File: src/rtl/fetch_stage.sv
// Instruction-fetch stage: owns the PC, drives the combinational instruction
// memory address, and loads the IF/ID pipeline register. It handles decode
// stalls and taken-branch redirects, flushing the wrong-path instruction.
module fetch_stage #(
    parameter logic [31:0] RESET_PC = 32'h0000_0000,
    parameter logic [31:0] NOP_INST = 32'h0000_0000
) (
    input  logic        CLK,
    input  logic        RESET,
    input  logic        STALL,
    input  logic        REDIRECT,
    input  logic [31:0] REDIRECT_PC,
    input  logic [31:0] IMEM_INST,
    output logic [31:0] IMEM_ADDR,
    output logic [31:0] IFID_INST,
    output logic [31:0] IFID_PC4,
    output logic        IFID_VALID,
    output logic [31:0] FETCH_CNT
);

    localparam int unsigned XLEN     = 32;
    localparam int unsigned PC_STEP  = 4;
    localparam logic [XLEN-1:0] RESET_PC_ALIGNED = {RESET_PC[XLEN-1:2], 2'b00};

    logic [XLEN-1:0] pc_q,        pc_d;
    logic [XLEN-1:0] ifid_inst_q, ifid_inst_d;
    logic [XLEN-1:0] ifid_pc4_q,  ifid_pc4_d;
    logic            ifid_valid_q, ifid_valid_d;
    logic [XLEN-1:0] fetch_cnt_q, fetch_cnt_d;

    logic [XLEN-1:0] pc_plus4_c;

    // Byte-offset bits of the branch target are discarded: the PC stays word aligned.
    logic            unused_redirect_lsb;
    assign unused_redirect_lsb = ^REDIRECT_PC[1:0];

    // Sequential fall-through address, wraps modulo 2^32.
    assign pc_plus4_c = pc_q + XLEN'(PC_STEP);

    // Next-state selection: redirect beats stall beats normal fetch.
    always_comb begin
        pc_d         = pc_q;
        ifid_inst_d  = ifid_inst_q;
        ifid_pc4_d   = ifid_pc4_q;
        ifid_valid_d = ifid_valid_q;
        fetch_cnt_d  = fetch_cnt_q;

        if (REDIRECT) begin
            // Jump to the target and squash the word fetched on the wrong path.
            pc_d         = {REDIRECT_PC[XLEN-1:2], 2'b00};
            ifid_inst_d  = NOP_INST;
            ifid_pc4_d   = '0;
            ifid_valid_d = 1'b0;
        end else if (!STALL) begin
            pc_d         = pc_plus4_c;
            ifid_inst_d  = IMEM_INST;
            ifid_pc4_d   = pc_plus4_c;
            ifid_valid_d = 1'b1;
            fetch_cnt_d  = fetch_cnt_q + XLEN'(1);
        end
    end

    // PC and IF/ID register with asynchronous reset.
    always_ff @(posedge CLK or posedge RESET) begin
        if (RESET) begin
            pc_q         <= RESET_PC_ALIGNED;
            ifid_inst_q  <= NOP_INST;
            ifid_pc4_q   <= '0;
            ifid_valid_q <= 1'b0;
            fetch_cnt_q  <= '0;
        end else begin
            pc_q         <= pc_d;
            ifid_inst_q  <= ifid_inst_d;
            ifid_pc4_q   <= ifid_pc4_d;
            ifid_valid_q <= ifid_valid_d;
            fetch_cnt_q  <= fetch_cnt_d;
        end
    end

    assign IMEM_ADDR  = pc_q;
    assign IFID_INST  = ifid_inst_q;
    assign IFID_PC4   = ifid_pc4_q;
    assign IFID_VALID = ifid_valid_q;
    assign FETCH_CNT  = fetch_cnt_q;

endmodule

File: config.mk
export PLATFORM = sky130hd
export DESIGN_NAME = fetch_stage
export DESIGN_NICKNAME = d
export VERILOG_FILES = /design/src/rtl/fetch_stage.sv
export SDC_FILE = /design/constraint.sdc
export NUM_CORES = 1
export LEC_CHECK = 0
export BUFFER_PORTS_ARGS = -buffer_cell sky130_fd_sc_hd__clkbuf_2
export CAP_MARGIN = 0
export CORE_UTILIZATION = 51
export CTS_CLUSTER_SIZE = 24
export DETAILED_ROUTE_END_ITERATION = 10
export PLACE_DENSITY = 0.8
export SLEW_MARGIN = 20
export SYNTH_ARGS = -nofsm -noshare
export SYNTH_HDL_FRONTEND = slang
export SYNTH_SLANG_ARGS = --single-unit
File: constraint.sdc
create_clock -name CLK -period 5.1 [get_ports CLK]
set_input_delay 0.255 -clock CLK [delete_from_list [all_inputs] [get_ports CLK]]
set_output_delay 0.255 -clock CLK [all_outputs]
set_load 0.05 [all_outputs]
# Word-level counts from Yosys, hierarchy flattened
# Index checks and enable logic that the tools add are counted.
# word_totals
reg_bits,129
output_inout_bits,129
word_cells,18
# op_classes
addsub,2
n_eq_ne,1
muxes,7
bitwise_logic,2
n_reduce_logical,1
# ops
cell,count
2-to-1 mux 32 bit,5
adder 32 x 1 -> 32 bit (second input constant),1
adder 32 x 3 -> 32 bit (second input constant),1
2-to-1 mux 1 bit,2
!= test 2 x 1 -> 1 bit (second input constant),1
inverter 1 bit,2
AND reduction 2 bit,1

# Depth between registers and ports, before layout
# Gate-level depths: netlist of the first run.
# depth
word_depth,3
depth_mapped,7

# Least setup slack after synthesis of the first run
# OpenSTA, ideal clock, no wires.
# synth_path
kind,register -> register
start,"reg pc_q[2], in the netlist IMEM_ADDR[2]"
end,"reg ifid_pc4_q[28], in the netlist IFID_PC4[28]"
setup_ps,94
arrival_time_ps,2362
required_ps,5006
slack_ps,2644
stages_incl_launch_ff,8
path_buffers,1
period_less_slack_ps,2456
path_cell_list,dfrtp_1 -> ha_1 -> nand3_1 -> nor4_4 -> buf_2 -> nand3_1 -> xor2_1 -> a211oi_1
# synth_via
elab_chain_cells,3
# synth_rtl
element,line,text
from (decl),25,"logic [XLEN-1:0] pc_q, pc_d;"
from (signal assigned),72,pc_q <= pc_d;
adder 32 x 3 -> 32 bit,38,assign pc_plus4_c = pc_q + XLEN'(PC_STEP);
2-to-1 mux 32 bit,54,end else if (!STALL) begin
2-to-1 mux 32 bit,48,if (REDIRECT) begin
to (signal assigned),74,ifid_pc4_q <= ifid_pc4_d;
to (decl),27,"logic [XLEN-1:0] ifid_pc4_q, ifid_pc4_d;"
# No other way between the ends. The select of a mux whose other input is x is not followed.
# A chain may end at the register's enable or synchronous reset.

# Worst setup path after layout of the first run
# layout_path
start,"reg pc_q[2], in the netlist IMEM_ADDR[2]"
end,"reg ifid_pc4_q[30], in the netlist IFID_PC4[30]"
# Same word-level chain as after synthesis.

==> results of run 1 <==
## kinds of logic (layout without fill, tap and decap cells)
group / after synthesis / count (layout)
flops: 126 / 126
fa+ha+maj: 2 / 2
buf+inv: 44 / 232
mux: 36 / 36
xor+xnor: 85 / 85
other cells: 1 / 2
compound gates: 62 / 62
simple gates: 244 / 244
## path summary, 6_finish.rpt
| path | start | endpoint | cells past startpoint |
|---|---|---|---|
| setup / recovery | IMEM_ADDR[2] | IFID_PC4[30] | 6 |
| hold / removal | RESET | IFID_INST[14] | 2 |
| setup reg to reg | IMEM_ADDR[2] | IFID_PC4[30] | 6 |
| hold reg to reg | IFID_VALID | IFID_VALID | 1 |
| max in group asynchronous | RESET | IFID_PC4[2] | 3 |
| min in group CLK | REDIRECT_PC[7] | IMEM_ADDR[7] | 3 |
## worst reg2reg max path, stage by stage, from the launching register on
cell and delay (ns):
dfrtp_1 0.49, ha_1 0.29, nand3_1 0.28, nor4_4 0.79
nand3_1 0.20, xor2_1 0.20, a211oi_1 0.28
## routing by layer
metal / vias to the layer above / track usage / part of all wire
met5: - / 0 / 0
met4: 0 / 0.1022 / 0.018
met3: 31 / 0.07053 / 0.068
met2: 220 / 0.4211 / 0.50
met1: 2423 / 0.3122 / 0.42
li1: 2391 / - / -
## power by group
group	leakage, nW	internal, mW	switching (mW)
clock	0.329	0.953	0.441
sequential	1.65	1.08	0.0987
combinational	1.79	0.156	0.438
total	3.76	2.19	0.979
## stage by stage
step           total power, mW    util  setup WS (ns)
4_1_cts                  3.182  0.6718          2.440
5_1_grt                  3.274  0.6721          2.160
3_5_place_dp             1.787  0.6124          2.403
3_3_place_gp             1.770  0.6124          2.456
6_report                 3.165  0.6721          2.459
2_1_floorplan            1.622       -          1.489
## final cells by class
cell class	count	area, um2
Sequential cell	126	3153
Clock buffer	21	470.5
Multi-Input combinational cell	431	2680
Tap cell	143	178.9
Inverter	4	17.52
Timing Repair Buffer	196	997.2
Fill cell	919	3760
Clock inverter	11	210.2
## sequential cells by signal, summed over array words and instances (netlist names)
| register | cells |
|---|---|
| FETCH_CNT | 32 |
| IFID_INST | 32 |
| IFID_PC4 | 31 |
| IFID_VALID | 1 |
| IMEM_ADDR | 30 |
## cells in the final DEF (no fill, tap or decap), types with 4 or more instances in the layout
cell / n
a211oi_1: 17
a21oi_1: 8
and2_1: 5
and3_1: 8
and4_1: 5
buf_4: 4
bufinv_16: 6
clkbuf_16: 17
clkbuf_2: 190
dfrtp_1: 126
mux2i_1: 35
nand2_1: 61
nand3_1: 33
nand4_1: 24
nor2_1: 81
nor3_1: 9
o21ai_0: 31
xnor2_1: 49
xor2_1: 36
==> results summary, run 1 <==
The share of cells above drive strength 1 is 0.3004. The distinct cell type count after synthesis is 42. The clock latency on the worst-skew pair came out at 0.41 ns. The maximum clock insertion buffer count is 2.

For this block, the via count after detailed routing is roughly 5000. The final max-slew violation count came out at 0. The area fraction of the dominant cell type after synthesis is 0.5236. The number of resized instances in the post-cts repair step is 0. The first-pass GRT wire length came out at 24.67 mm. The cell accounting for the most synthesized area is dfrtp_1. The clock skew after layout came out at 0.007599 ns. The number of hold-repair buffers added at the cts stage came out at 0. The count of endpoints failing setup in the final report came out at 0.

By area the synthesized netlist is led by dfrtp_1 52%, xnor2_1 7.1%, mux2i_1 5.8%, xor2_1 5.2%, nor2_1 5.0%. By instance count, the cell type seen most on the critical path is nand3_1. The final layout contains routed wiring with a total length of about 15 mm. From left edge to right edge, the die measures 110.7 um. The cell family contributing the most delay on the critical path is simple AND/OR/NAND/NOR gates. In this run the worst hold path is classified as in2async. The design area came out at around 7700 um2. STA classifies the critical path endpoint as a flop. The number of clock buffers added by TritonCTS is 17. The pin count of the biggest net entering global routing came out at ~120. On the final layout, the worst hold slack is 0.02790 ns. The area of the die came out at 12250 um2. The count of nets left with antenna violations after detail routing came out at 0. Pin placement for this block handled about 200 I/O pins. The headroom to the max-slew limit is 0.2862. The area share of fa/ha/maj cells after synthesis came out at 0.004155. The number of detailed-route iterations in the first pass came out at 6.

The initial antenna violation count came to 0. The type of element launching the critical path is a flop. The mean post-synth cell area is roughly 10 um2.

The count of input and output buffers came out at 192. The top flip-flop cell by instance count after synthesis is dfrtp_1. STA puts the critical path data required time at 5.40 ns. Counting flops and latches in the post-synthesis netlist gives 126.

The ratio of routed vias to standard cells is between 5 and 6. The floorplan has 39 rows. The average wire per cell in the routed design came out at between 15 and 20 um. The floorplan step set the die height to 110.7 um. The synthesized-area fraction occupied by and/or/nand/nor cells is 0.1949. Walking the worst path, the cells encountered are ha_1 -> nand3_1 -> nor4_4 -> nand3_1 -> xor2_1 -> a211oi_1. The number of buffer and inverter stages on the critical path came out at 0. The count of cells in the finished layout, fillers not included, comes to 932. The clock period minus final worst setup slack came out at between 2 and 3 ns. The floorplan core area came out at 11470 um2. The power density normalized to cell area came out at 410.6 nW/um2. Setup repair after global routing left no endpoint under its margin. After synthesis, the most frequently instantiated cells are 126 x dfrtp_1, 81 x nor2_1, 61 x nand2_1. By area, the combinational part of the netlist is dominated by simple AND/OR/NAND/NOR gates. The gate count after technology mapping came out at 600.

In the finished design, the share of the clock period the worst path needs comes to 0.5178. The H-tree generated during clock tree synthesis spans 4 levels. The residual DRC count came out at 0. The number of synthesis warnings came out at 0.

The placer's final routability congestion estimate is 0.8528. The area fraction in compound gates after synthesis is 0.06108. The share of synthesized area occupied by flip-flops and latches is 0.5236.

The aggregate global-route resource usage came out at 0.2534. The wire-length estimate of the detail-placed layout is 9.910 mm. The peak supply drop came out at 0.0003458 V. The area growth from synthesis to layout is 27.99%.

The final hold violation count is 0. The fraction of synthesized area in multiplexers came out at 0.06005. The number of nets in the final layout is 846. The arrival time of data at the critical path endpoint came out at a little under 3 ns. The clock tree from TritonCTS is built. The fraction of synthesis flops using an asynchronous set or reset pin came out at 1.000.

The number of buffers inserted to repair setup after CTS came out at 0. The maximum clock rate is 0.3787 GHz. The number of global-route vias before repair came out at 5008. The flow ran to the end, and the final reports show no timing, DRC or antenna violations. The transition time of the tightest slew-check pin is ~1.1 ns. The critical path is of the reg2reg type. The reg-to-reg setup timing slack came out at 2.46 ns. Yosys mapped a number of flops with a built-in enable equal to 0. After synthesis the cells add up to 6022 um2.

Across the run, the number of max-cap violations was 0. The largest single stage delay on the critical path is 0.79 ns. The cell leakage power came out at 3.763 nW. The CTS clock-pin slew for the worst setup and hold paths came out at 0.06 ns. The instance count after placement with tap cells included is 900. The most numerous cell in the Yosys netlist is dfrtp_1. The effective utilization at floorplan came out at 0.5252. The total placed instance area came out at 7023 um2. The detailed router's first-iteration violation count is between 200 and 300.

The xor and xnor fraction of the mapped netlist area is 0.1236. The maximum fanout along the worst path came out at 14. For this design, the slowest cell found on the critical path is nor4_4. The number of clock sinks came out at approximately 130. Clock tree synthesis selected as its root buffer the cell clkbuf_16. Summed over all layers, the global routing overflow is 0. The total inserted antenna cells is 0.

After routing, the total negative slack on setup checks comes to 0 ns.
Power figures use the tool's default switching activity.
==> run 2, diff against run 1 <==
--- a/config.mk
+++ b/config.mk
@@ -7,10 +7,10 @@
 export LEC_CHECK = 0
 export BUFFER_PORTS_ARGS = -buffer_cell sky130_fd_sc_hd__clkbuf_2
 export CAP_MARGIN = 0
-export CORE_UTILIZATION = 51
+export CORE_UTILIZATION = 46
 export CTS_CLUSTER_SIZE = 24
 export DETAILED_ROUTE_END_ITERATION = 10
-export PLACE_DENSITY = 0.8
+export PLACE_DENSITY = 0.77
 export SLEW_MARGIN = 20
 export SYNTH_ARGS = -nofsm -noshare
 export SYNTH_HDL_FRONTEND = slang
==> constraint.sdc (replaced) <==
create_clock -name CLK -period 2.3 [get_ports CLK]
set_input_delay 0.115 -clock CLK [delete_from_list [all_inputs] [get_ports CLK]]
set_output_delay 0.115 -clock CLK [all_outputs]
set_load 0.05 [all_outputs]
==> run 2 against run 1 <==
Compared with the run above:
- critical path type unchanged
- final area is 8.8% higher
- die area is 11% higher
- critical endpoint is now IFID_PC4[17]
- clock-buffer cell count is 5 higher
- combinational power is 140% higher
- largest cell class unchanged
- largest power group is now sequential cells
- power is 110% higher
- non-clock buffer count is 77 higher
==> results summary, run 2 (synthesis results as in run 1) <==
From synthesis to final layout, the design area changed by 39.19%. The maximum clock insertion buffer count came to 2 (unchanged). The area of all sequential standard cells is 3162 um2 (+0.28%). The final max-slew violation count is 0 (unchanged). The class of the tightest hold or removal check is in2reg. The clock latency on the worst-skew pair is 0.41 ns (about the same). The setup TNS is 0 ns (unchanged). The effective utilization at floorplan came out at 0.4753 (-0.04989).

The number of clock sinks is 126 (unchanged). The detailed router's first-iteration violation count came to 243 (-12%). The headroom to the max-slew limit came out at 0.4516 (+0.1654). Setup repair after global routing left no endpoint under its margin. The cell leakage power is 4.036 nW (+7.3%).

The die outline width came out at 116.4 um (+5.2%). The total inserted antenna cells is 0 (unchanged). The clock tree from TritonCTS is built.

The number of buffers inserted to repair setup after CTS is 0 (unchanged). The final wirelength is 15.58 mm (+6.9%). The power density normalized to cell area came out at 781.3 nW/um2 (+90%). The worst register-to-register path ends at IFID_PC4[17].

The final hold violation count came to 0 (unchanged). The aggregate global-route resource usage came to 0.2413 (-0.01215). The total number of vias came out at 5170 (+2.1%). The peak supply drop is 0.0008872 V (+160%).

The reg-to-reg setup timing slack is 0.24 ns (-2.22 ns). The worst path required time is 2.60 ns (-2.80 ns). The core occupancy in the finished layout came to 0.6615 (-0.01062). The worst reg-to-reg path cell count came out at 4 (-2). The final setup slack of the worst path is 0.2434 ns (-2.216 ns).

The area of the die came out at 13550 um2 (+11%). The count of maximum capacitance violations is 0 (unchanged). The type of element launching the critical path is a flop. The number of cell rows is 41 (+5.1%). The post-placement setup slack is 0.1221 ns (-2.281 ns).

The maximum fanout along the worst path is 9 (-5). The flow ran to the end, and the final reports show no timing, DRC or antenna violations. The number of inserted filler cells in the final layout is 1055 (+15%). The kind of critical path is reg2reg. The CTS clock-pin slew for the worst setup and hold paths came out at 0.05 ns (about the same).

The total chip power is 6.548 mW (+110%). The arrival time of data at the critical path endpoint is 2.36 ns (-0.58 ns). The count of nets left with antenna violations after detail routing came to 0 (unchanged). The pin count of the biggest net entering global routing is 127 (+3.3%). The clock skew after layout is 0.006540 ns (-0.001059 ns).

The floorplan core area is 12670 um2 (+10%). The maximum clock rate is 0.4862 GHz (+28%). The part of the cycle the worst path needs was 0.8942 (+0.3764). The height of the chip is 116.4 um (+5.2%).

The library cell used most frequently in the layout, excluding fill and tap cells, is clkbuf_2. The average wire per cell in the routed design came out at 15.01 um (-4.0%). In this run the worst setup path terminates at IFID_PC4[17]. The first-pass GRT wire length came out at 24.73 mm (+0.25%). The maximum level of the CTS H-tree came out at 4 (unchanged).

The clock period minus final worst setup slack came out at 2.057 ns (-0.5841 ns). The count of input and output buffers is 192 (unchanged). The total congestion overflow is 0 (unchanged).

The reg-to-reg startpoint is IMEM_ADDR[7]. Tracing the worst setup path back leads to its startpoint at IMEM_ADDR[7]. The library cell used as clock root buffer is clkbuf_16. The multi-input combinational cell area came to 2684 um2 (+0.14%). The number of detailed-route iterations in the first pass came out at 4 (-2). The number of global-route vias before repair is 5016 (+0.16%).

The residual DRC count is 0 (unchanged). The initial antenna violation count came out at 0 (unchanged). The share of cells above drive strength 1 is 0.2945 (-0.005923). The I/O pin count came out at 197 (unchanged). The ratio of routed vias to standard cells is 4.981 (-8.4%).

STA classifies the critical path endpoint as a flop. The library cells used most frequently in the layout, excluding fill and tap cells, are 190 x clkbuf_2, 119 x dfrtp_1, 81 x nor2_1, 63 x dlygate4sd3_1, 61 x nand2_1. The placer's final routability congestion estimate was 0.8328 (-2.3%).

The transition time of the tightest slew-check pin is 0.8227 ns (-0.2383 ns). The HPWL reported at the end of detailed placement is 9.964 mm (+0.55%). The number of nets in the final layout is 923 (+9.1%). The count of endpoints failing setup in the final report is 0 (unchanged). The total CTS buffers came out at 17 (unchanged).
[run 2: final cells by class]
class | instances | share of cell area
Tap cell | 172 | 0.02568
Timing Repair Buffer | 273 | 0.2082
Inverter | 4 | 0.002239
Multi-Input combinational cell | 431 | 0.3202
Clock inverter | 6 | 0.006867
Sequential cell | 126 | 0.3772
Clock buffer | 26 | 0.05956
[run 2: stage by stage]
stage | cell area [um2] | hold WS, ns | std cells
after floorplan | 6038 | 0.2358 | 601
after global placement | 7187 | 0.3215 | 943
after detailed placement | 7187 | 0.3269 | 943
after CTS | 8374 | 0.01164 | 1038
after global routing | 8382 | 0.08589 | 1038
final | 8382 | 0.04778 | 1038
[run 2: routing by layer]
layer | GRT usage | part of all wire
met1 | 0.3152 | 0.45
met2 | 0.3830 | 0.48
met3 | 0.06072 | 0.054
met4 | 0.1009 | 0.017
met5 | 0 | 0
[run 2: worst max-delay path: stages (launching register included)]
cell      delay [ns]
dfrtp_1         0.46
nand3_1         0.19
or4_4           0.64
or3_1           0.38
a311oi_1        0.28
[run 2: worst min path at each step]
stage	endpoint	cells after the start	from
final	FETCH_CNT[3]	4	REDIRECT
after CTS	FETCH_CNT[3]	4	REDIRECT
after global routing	FETCH_CNT[3]	4	REDIRECT
after global placement	IMEM_ADDR[5]	3	REDIRECT_PC[5]
after floorplan	IMEM_ADDR[10]	2	REDIRECT_PC[10]
after detailed placement	IMEM_ADDR[22]	3	REDIRECT_PC[22]
[run 2: timing repair]
action	4_1_cts	5_1_grt
gates resized for setup	0	1
hold endpoints to repair	188	0
hold buffers	63	0
setup endpoints to repair	0	2
[run 2: where the power goes]
part	switching, mW	internal (mW)
combinational	1.01	0.430
clock	0.923	1.59
sequential	0.199	2.39
==> run 3, diff against run 2 <==
--- a/config.mk
+++ b/config.mk
@@ -5,12 +5,13 @@
 export SDC_FILE = /design/constraint.sdc
 export NUM_CORES = 1
 export LEC_CHECK = 0
+export ABC_AREA = 1
 export BUFFER_PORTS_ARGS = -buffer_cell sky130_fd_sc_hd__clkbuf_2
 export CAP_MARGIN = 0
 export CORE_UTILIZATION = 46
 export CTS_CLUSTER_SIZE = 24
 export DETAILED_ROUTE_END_ITERATION = 10
-export PLACE_DENSITY = 0.77
+export PLACE_DENSITY = 0.76
 export SLEW_MARGIN = 20
 export SYNTH_ARGS = -nofsm -noshare
 export SYNTH_HDL_FRONTEND = slang
==> run 3 against run 2 <==
Compared with the run above:
- global-route usage grew 1.1 points
- critical path type unchanged
- wire length grew 6.6%
- clock power up 12%
- clock skew barely moved
- non-clock buffer count is 19 lower
==> results summary, run 3 <==
The power density normalized to cell area was 814.3 nW/um2 (+4.2%). The number of inserted filler cells in the final layout came out at 1099 (+4.2%). The pin count of the biggest net entering global routing is 76 (-40%). STA classifies the critical path endpoint as a flop.

The total CTS buffers came out at 17 (unchanged). The library cell used as clock root buffer is clkbuf_16. The fraction of synthesis flops using an asynchronous set or reset pin came out at 1.000 (unchanged). The arrival time of data at the critical path endpoint came out at 1.96 ns (-0.40 ns). The multi-input combinational cell area came out at 2540 um2 (-5.4%).

The number of global-route vias before repair is 5440 (+8.5%). The transition time of the tightest slew-check pin was 0.8525 ns (+0.02982 ns). The net switching fraction of the power came out at 0.3147 (-0.01092).

The global routing met3 resource utilization is 0.05345 (-0.007265). The cell leakage power is 4.456 nW (+10%). The top flip-flop cell by instance count after synthesis is dfrtp_1. nand2_1 is the most common cell in the netlist.

The clock skew after layout came out at 0.006623 ns (+0.00008318 ns). The worst path required time is 2.60 ns (about the same). The worst hold-check slack is 0.01788 ns (-0.02990 ns).

TritonCTS built the clock tree. The HPWL reported at the end of detailed placement is 11.36 mm (+14%). The count of endpoints failing setup in the final report was 0 (unchanged). The total inserted antenna cells came out at 0 (unchanged).

The detailed router's first-iteration violation count was 258 (+6.2%). The proportion of power drawn by flip-flops and latches is 0.379 (-0.017). The synthesized cell area is 6056 um2 (+0.56%). The peak supply drop came out at 0.0006946 V (-22%). The final wirelength came to 16.61 mm (+6.6%). The clock period minus final worst setup slack came to 1.665 ns (-0.3921 ns).

The min-delay analysis places its worst path in the category in2reg. The initial antenna violation count came out at 0 (unchanged). The placer's final routability congestion estimate came out at 0.8566 (+2.9%). In this run the most used layer during global routing was met2. The total congestion overflow is 0 (unchanged).

The power share of the combinational group came out at 0.210 (-0.010). The number of synthesis warnings is 0 (unchanged). Summed over all instances, the cell type with the most area after synthesis is dfrtp_1. The met2 usage came to 0.4185 (+0.03550). The startpoint identified for the worst hold timing path is REDIRECT. The residual DRC count is 0 (unchanged). The effective utilization at floorplan is 0.4760 (+0.0007389). The count of nets left with antenna violations after detail routing came out at 0 (unchanged). The maximum clock insertion buffer count came out at 2 (unchanged).

The share of synthesized area occupied by flip-flops and latches came out at 0.5207 (-0.002921). The gate count after technology mapping came out at 737 (+23%). The startpoint identified for the worst register-to-register timing path is FETCH_CNT[0]. The setup TNS came out at 0 ns (unchanged). The aggregate global-route resource usage came to 0.2519 (+0.01061). The flow ran to the end, and the final reports show no timing, DRC or antenna violations.

The average wire per cell in the routed design is 14.14 um (-5.7%). Sorting the synthesized cells by how often they occur yields 266 x nand2_1, 126 x dfrtp_1, 66 x inv_1, 66 x nand3_1, 57 x nor2_1. The library cell used most frequently in the layout, excluding fill and tap cells, is nand2_1. The final max-slew violation count came out at 0 (unchanged). The I/O pin count came out at 197 (unchanged).

The number of cell rows is 41 (unchanged). The area fraction of the dominant cell type after synthesis was 0.5207 (-0.002921). Setup repair after global routing left no endpoint under its margin. The number of clock sinks is 126 (unchanged).

In the post-synthesis netlist, the biggest area contributors are dfrtp_1 52%, nand2_1 16%, nand3_1 5.5%, a22o_1 4.6%, inv_1 4.1%. The final hold violation count came out at 0 (unchanged). The count of input and output buffers is 192 (unchanged).

The total number of vias was 5890 (+14%). The die outline width is 116.7 um (+0.27%). The number of enable flip-flop cells after synthesis was 0 (unchanged). The post-synthesis sequential element count is 126 (unchanged). The maximum clock rate came out at 0.6008 GHz (+24%). The number of instances on the worst hold path was 4 (unchanged). The reg-to-reg setup timing slack is 0.64 ns (+0.39 ns).

The ratio of routed vias to standard cells came to 5.017 (+0.73%). The floorplan core area is 12720 um2 (+0.40%). The area of all sequential standard cells came out at 3153 um2 (-0.28%). The share of cells above drive strength 1 is 0.2525 (-0.04196). The worst reg-to-reg path cell count came out at 8 (+4). The height of the chip came out at 116.7 um (+0.27%). The first-pass GRT wire length is 25.99 mm (+5.1%).

The capture endpoint of the worst hold path is IFID_VALID. The routing usage on met1 is 0.3082 (-0.007026). By startpoint and endpoint, the worst setup path is classified as reg2reg. The count of maximum capacitance violations was 0 (unchanged). The worst register-to-register path ends at FETCH_CNT[22]. The design area is 8389 um2 (about the same). The CTS clock-pin slew for the worst setup and hold paths came out at 0.05 ns (about the same). The headroom to the max-slew limit is 0.4305 (-0.02108). The clock latency on the worst-skew pair is 0.41 ns (about the same). The mean post-synth cell area came out at 8.217 um2 (-18%). In the layout the commonest cells are 266 x nand2_1, 192 x clkbuf_2, 126 x dfrtp_1, 66 x nand3_1, 65 x inv_1. The maximum fanout along the worst path came out at 4 (-5).

The distinct cell type count after synthesis came out at 30 (-29%). The number of detailed-route iterations in the first pass is 5 (+1). The core occupancy in the finished layout came out at 0.6594 (-0.002077). The area added between synthesis and finish came out at 38.53%.

The area of the die came to 13630 um2 (+0.55%). The maximum level of the CTS H-tree came out at 4 (unchanged). The total placed instance area is 7229 um2 (+0.59%). The clock group share of total power is 0.411 (+0.027). The total net switching power came out at 2.150 mW (+0.82%).

The worst setup path is launched from a flop. The number of nets in the final layout was 1059 (+15%). The part of the cycle the worst path needs is 0.7237 (-0.1705). The internal power is 4.681 mW (+6.0%).
run 3: logic make-up after synthesis:
| group | Yosys count | synth area share |
|---|---|---|
| AOI/OAI and AO/OA | 65 | 0.07810 |
| xor gates and xnor gates | 22 | 0.03182 |
| adders and majority gates | 2 | 0.004132 |
| buffers and inverters | 91 | 0.06178 |
| DFF | 126 | 0.5207 |
| other | 1 | 0.0006192 |
| and+or+nand+nor | 430 | 0.3029 |
run 3: power by group through the flow:
stage          logic, mW  registers (mW)  clock network (mW)
2_1_floorplan      0.377            3.22                   0
6_report            1.43            2.59                2.81
5_1_grt             1.53            2.61                2.94
4_1_cts             1.43            2.59                2.86
3_3_place_gp        1.34            2.61                   0
3_5_place_dp        1.36            2.62                   0
run 3: how the worst max path moves through the flow:
| stage | slack [ns] | depth (start not counted) | startpoint | to |
|---|---|---|---|---|
| 2_1_floorplan | 0.50 | 8 | FETCH_CNT[0] | FETCH_CNT[22] |
| 3_3_place_gp | 0.68 | 8 | FETCH_CNT[0] | FETCH_CNT[30] |
| 3_5_place_dp | 0.64 | 8 | FETCH_CNT[0] | FETCH_CNT[22] |
| 6_report | 0.64 | 8 | FETCH_CNT[0] | FETCH_CNT[22] |
| 4_1_cts | 0.63 | 8 | IMEM_ADDR[3] | IMEM_ADDR[24] |
| 5_1_grt | 0.45 | 8 | FETCH_CNT[0] | FETCH_CNT[22] |
run 3: per-layer routing:
metal,share of wire,wire [um]
met1,0.43,7132
met5,0,0
met4,0.032,533
met2,0.48,8032
met3,0.055,907
run 3: repair_timing:
action,in CTS,in global routing
endpoints found under the setup margin,0,0
resized for setup,0,0
buffers inserted,0,0
endpoints found under the hold margin,84,0
hold buffers,54,0
run 3: through the flow:
step | total power, mW | setup WS [ns] | std cells
floorplan | 3.594 | 0.4972 | 738
global placement | 3.959 | 0.6795 | 1088
detailed placement | 3.977 | 0.6397 | 1088
CTS | 6.880 | 0.6314 | 1174
global route | 7.084 | 0.4538 | 1174
finish | 6.831 | 0.6355 | 1174
run 3: cell type report:
class / instances / area share
flip-flops and latches: 126 / 0.3758
well taps: 172 / 0.02565
inverters: 69 / 0.03132
clock buffers: 26 / 0.05831
repair buffers: 254 / 0.1906
multi-input cells: 521 / 0.3028
clock inverters: 6 / 0.01551
run 3: worst max-delay path, stage by stage, from the launching register on:
cell and delay (ns):
dfrtp_1 0.42, ha_1 0.19, nand3_1 0.11, nor2_1 0.26, nand3_1 0.22, nor2_2 0.18, nand2_1 0.06, nand2_1 0.06
nand2_1 0.05
